### src/rtl/piso_serializer_if.sv
// piso_serializer_if: load handshake and serial output bundle for piso_serializer
interface piso_serializer_if #(parameter int WIDTH = 4);
  logic load_valid;
  logic load_ready;
  logic [WIDTH-1:0] load_data;
  logic dout;
  logic dout_valid;
  logic bit_strobe;
  logic busy;
  logic done;
  modport master (
    output load_valid, load_data,
    input  load_ready, dout, dout_valid, bit_strobe, busy, done
  );
  modport slave (
    input  load_valid, load_data,
    output load_ready, dout, dout_valid, bit_strobe, busy, done
  );
endinterface

### src/rtl/piso_serializer.sv
// piso_serializer: MSB-first parallel-to-serial transmitter; define PISO_PARITY_EN to append an even-parity bit
module piso_serializer #(
  parameter int WIDTH = 4,
  parameter int CLKS_PER_BIT = 1
) (
  input logic clk,
  input logic rst,
  piso_serializer_if.slave bus
);
  localparam int BW = $clog2(WIDTH + 1);
  localparam int DW = $clog2(CLKS_PER_BIT) + 1;
  localparam logic [BW-1:0] BLAST = BW'(WIDTH - 1);
  localparam logic [DW-1:0] DLAST = DW'(CLKS_PER_BIT - 1);
  if (WIDTH < 2 || CLKS_PER_BIT < 1) begin : g_bad_params
    $fatal(1, "piso_serializer: WIDTH must be >= 2 and CLKS_PER_BIT >= 1");
  end
`ifdef PISO_PARITY_EN
  typedef enum logic [1:0] {IDLE, SHIFT, PARITY} state_t;
  logic par;
`else
  typedef enum logic {IDLE, SHIFT} state_t;
`endif
  state_t state;
  logic [WIDTH-1:0] sr;
  logic [BW-1:0] bcnt;
  logic [DW-1:0] dcnt;
  assign bus.busy = (state != IDLE);
  assign bus.load_ready = (state == IDLE);
  always_ff @(posedge clk) begin
    if (rst) begin
      state <= IDLE;
      sr <= '0;
      bcnt <= '0;
      dcnt <= '0;
      bus.dout <= 1'b0;
      bus.dout_valid <= 1'b0;
      bus.bit_strobe <= 1'b0;
      bus.done <= 1'b0;
`ifdef PISO_PARITY_EN
      par <= 1'b0;
`endif
    end else begin
      bus.bit_strobe <= 1'b0;
      bus.done <= 1'b0;
      case (state)
        IDLE: begin
          bus.dout <= 1'b0;
          bus.dout_valid <= 1'b0;
          if (bus.load_valid) begin
            state <= SHIFT;
            sr <= bus.load_data;
            bcnt <= '0;
            dcnt <= '0;
            bus.dout <= bus.load_data[WIDTH-1];
            bus.dout_valid <= 1'b1;
            bus.bit_strobe <= 1'b1;
`ifdef PISO_PARITY_EN
            par <= ^bus.load_data;
`endif
          end
        end
        SHIFT: begin
          if (dcnt == DLAST) begin
            sr <= sr << 1;
            bcnt <= bcnt + 1'b1;
            dcnt <= '0;
            if (bcnt == BLAST) begin
`ifdef PISO_PARITY_EN
              state <= PARITY;
              bus.dout <= par;
              bus.bit_strobe <= 1'b1;
`else
              state <= IDLE;
              bus.dout <= 1'b0;
              bus.dout_valid <= 1'b0;
              bus.done <= 1'b1;
`endif
            end else begin
              bus.dout <= sr[WIDTH-2];
              bus.bit_strobe <= 1'b1;
            end
          end else begin
            dcnt <= dcnt + 1'b1;
          end
        end
`ifdef PISO_PARITY_EN
        PARITY: begin
          if (dcnt == DLAST) begin
            state <= IDLE;
            dcnt <= '0;
            bus.dout <= 1'b0;
            bus.dout_valid <= 1'b0;
            bus.done <= 1'b1;
          end else begin
            dcnt <= dcnt + 1'b1;
          end
        end
`endif
        default: state <= IDLE;
      endcase
    end
  end
endmodule

### src/flat_wrapper.sv
// flat-port wrapper written by rule: the top's interface ports become plain ports
module piso_serializer_flat 
#(
  parameter int WIDTH = 4,
  parameter int CLKS_PER_BIT = 1
)
  (clk, rst, bus_load_valid, bus_load_data, bus_load_ready, bus_dout, bus_dout_valid, bus_bit_strobe, bus_busy, bus_done);
  piso_serializer_if #(.WIDTH(WIDTH)) bus_i ();
  input logic clk;
  input logic rst;
  input wire logic [$bits(bus_i.load_valid)-1:0] bus_load_valid;
  input wire logic [$bits(bus_i.load_data)-1:0] bus_load_data;
  output wire logic [$bits(bus_i.load_ready)-1:0] bus_load_ready;
  output wire logic [$bits(bus_i.dout)-1:0] bus_dout;
  output wire logic [$bits(bus_i.dout_valid)-1:0] bus_dout_valid;
  output wire logic [$bits(bus_i.bit_strobe)-1:0] bus_bit_strobe;
  output wire logic [$bits(bus_i.busy)-1:0] bus_busy;
  output wire logic [$bits(bus_i.done)-1:0] bus_done;
  assign bus_i.load_valid = bus_load_valid;
  assign bus_i.load_data = bus_load_data;
  assign bus_load_ready = bus_i.load_ready;
  assign bus_dout = bus_i.dout;
  assign bus_dout_valid = bus_i.dout_valid;
  assign bus_bit_strobe = bus_i.bit_strobe;
  assign bus_busy = bus_i.busy;
  assign bus_done = bus_i.done;
  piso_serializer #(.WIDTH(WIDTH), .CLKS_PER_BIT(CLKS_PER_BIT)) u_core (.clk(clk), .rst(rst), .bus(bus_i));
endmodule
### config.mk
export PLATFORM = sky130hd
export DESIGN_NAME = piso_serializer_flat
export DESIGN_NICKNAME = d
export VERILOG_FILES = /design/src/rtl/piso_serializer_if.sv /design/src/rtl/piso_serializer.sv /design/src/flat_wrapper.sv
export SDC_FILE = /design/constraint.sdc
export NUM_CORES = 1
export LEC_CHECK = 0
export ABC_AREA = 1
export BUFFER_PORTS_ARGS = -buffer_cell sky130_fd_sc_hd__buf_4
export CAP_MARGIN = 20
export CORE_MARGIN = 2
export CORE_UTILIZATION = 30
export DETAILED_ROUTE_END_ITERATION = 8
export PLACE_DENSITY = 0.48
export SLEW_MARGIN = 20
export SYNTH_ARGS = -nofsm -noshare
export SYNTH_HDL_FRONTEND = slang
export SYNTH_SLANG_ARGS = --single-unit
### constraint.sdc
create_clock -name clk -period 1.6 [get_ports clk]
set_clock_uncertainty 0.1 [all_clocks]
set_input_delay 0.16 -clock clk [delete_from_list [all_inputs] [get_ports clk]]
set_output_delay 0.16 -clock clk [all_outputs]
set_load 0.02 [all_outputs]
==> summary.txt <==
Status
  – Outcome: complete, no violations

Detailed routing
  – Drt drc: 0
  – Post-DRT Antenna Nets: 0
  – Drt wl/cell: 9.79 µm
  – Vias per cell: 4.49
  – Drt total wl: 793 µm
  – Via count: 364
  – DR iter-0 viols: 13
  – First drt pass iteration count: 4

Die
  – Core area: 1320 µm²
  – Die Area: 1740 µm²
  – FP Rows: 13
  – IO Pins: 13
  – Die Wd: 41.7 µm
  – Initial Util: 32.4%
  – Die height: 41.7 µm

Clocking
  – Clock Sinks: 10
  – Worst-Skew Late Latency: 260 ps
  – Number of H-tree levels: 1
  – Root Buffer: clkbuf_4
  – Post-CTS Hold Buffers: 0
  – CTS buffer count: 3
  – CTS tree: yes
  – Post-CTS Setup Inserts: 0
  – CTS max path bufs: 2
  – Cells resized by post-CTS repair: 0
  – Clock transition at path regs: 70 ps

Setup path
  – Kind of critical path: flip-flop to output port
  – Reg-to-reg slack, setup: 310 ps
  – Worst path required time: 1340 ps
  – CP Capture Type: output port
  – CP Max Fanout: 10
  – Crit start category: flip-flop
  – Worst EP arrival: 1140 ps

Yosys
  – Synth Warn #: 0
  – Flops & latches, synth: 10
  – Post-Synthesis Cells: 53
  – Synthesized net count: 62
  – Distinct cells, synth: 17
  – Mean Syn Cell Area: 8.05 µm²
  – Register area share after synthesis: 46.9%
  – Synthesized cell area: 427 µm²

Layout
  – Final nets: 76
  – Most common cell after layout, fill and taps aside: nand2_1
  – Post-route insts no fill: 81
  – Commonest cells after routing, fill and taps aside: nand2_1, buf_4, dfxtp_1
  – Synthesis-to-layout area growth: 28.7%
  – N_diodes: 0
  – Ratio of cells with drive above 1 in the final layout: 30.3%

Pwr
  – NetSw: 143 µW
  – PwrDens: 1040 nW/µm²
  – Internal power: 430 µW
  – Logic gate share of total power: 12.2%
  – Flop pwr share: 47.5%
  – Clock power frac: 40.4%
  – LEAKAGE: 0.000257 µW
  – Switch share: 24.9%
  – Peak supply drop: 0.358 mV

Placement
  – Placement Setup Slack: 317 ps
  – Detail Placement HPWL: 576 µm
  – IO Port Bufs: 12
  – Inst Count DP: 77
  – Routability congestion estimate: 0.617

Run
  – Max Cap Violations: 0

STA
  – Worst rel slew slack: 69.3%
  – Worst-margin pin slew: 460 ps
  – PnR worst setup slack: 196 ps
  – Fin crit period: 1400 ps
  – RSZ-0062 raised after global routing: no
  – Finish-stage setup viols: 0
  – Setup TNS: 0 ps
  – F_max: 712 MHz
  – Slew Limit Fails: 0
  – Final Hold Fails: 0
  – Tcrit/Tclk final: 87.7%

Hold path
  – Worst Hold Class: input pin to flip-flop

Global routing
  – Initial antenna violation count: 0
  – Global-route wire length before repair: 1.42 mm
  – Largest net degree at the start of global routing: 11
  – Tot GR Track Use: 11.0%
  – Vias in the first global route: 338
  – Congestion Overflow GR: 0
power groups by stage:
stage	logic, µW	registers (µW)	clock network [µW]
after floorplan	44.0	278	0
final	69.7	272	231
after detailed placement	70.1	278	0
after CTS	70.3	272	239
after global placement	70.7	278	0
after global routing	77.8	275	259
Yosys cell counts:
library cell  count  area [µm²]
nand2_1          13        48.8
dfxtp_1          10         200
nand3_1           6        30.0
a21oi_1           5        25.0
inv_1             5        18.8
ha_1              2        25.0
nor2_1            2        7.51
a211oi_1          1        7.51
a21oi_2           1        8.76
buf_4             1        7.51
buf_6             1        11.3
clkbuf_1          1        3.75
inv_2             1        3.75
inv_4             1        6.26
nor2_4            1        11.3
nor3_1            1        5.00
or2_1             1        6.26
routing by layer:
metal	wire length, µm	global-route usage (%)	up-vias	share of wire, %
li1	-	-	194	-
met1	400	14.7	158	50
met2	333	14.4	12	42
met3	59	3.91	0	7.4
met4	0	7.74	0	0
met5	0	0	-	0
cell families (layout without fill, tap and decap cells):
kind of cell / count (synthesis) / after routing / synth area share (%)
flip-flops: 10 / 10 / 46.9
buffers and inverters: 10 / 23 / 12.0
AND/OR/NAND/NOR: 24 / 24 / 25.5
AO/OA/AOI/OAI: 7 / 7 / 9.68
adder cells (fa/ha/maj): 2 / 2 / 5.86
registers in the layout, indices dropped and copies added (netlist names):
name,count
u_core.bcnt,3
u_core.bus.bit_strobe,1
u_core.bus.dout_valid,1
u_core.bus.done,1
u_core.bus.dout,1
u_core.sr,3
worst paths after layout:
path / startpoint / to / cells after the start
worst max-delay path: u_core.bus.bit_strobe$_SDFF_PP0_ / bus_load_ready / 2
worst min-delay path: rst / u_core.bcnt[2]$_SDFFE_PP0P_ / 2
worst max register to register: u_core.bcnt[0]$_SDFFE_PP0P_ / u_core.bcnt[2]$_SDFFE_PP0P_ / 4
worst min register to register: u_core.bcnt[1]$_SDFFE_PP0P_ / u_core.bcnt[1]$_SDFFE_PP0P_ / 2
through the flow:
| stage | util (%) | hold slack [ps] | cell area [µm²] | power, µW |
|---|---|---|---|---|
| floorplan | - | 203 | 427 | 322 |
| global placement | 38.9 | 302 | 513 | 348 |
| detailed placement | 38.9 | 303 | 513 | 348 |
| CTS | 41.7 | 14.0 | 549 | 582 |
| global route | 41.7 | 9.43 | 549 | 611 |
| finish | 41.7 | 25.8 | 549 | 573 |
critical path, stage by stage, from the launching register on:
cell,delay (ps)
dfxtp_1,610
inv_4,100
buf_4,180
cell type report:
class | count | area, µm²
Tap cell | 15 | 18.8
Clock buffer | 4 | 36.3
Sequential cell | 10 | 200
Multi-Input combinational cell | 33 | 175
Fill cell | 148 | 768
Timing Repair Buffer | 12 | 90.1
Inverter | 7 | 28.8
Power figures use the tool's default switching activity.
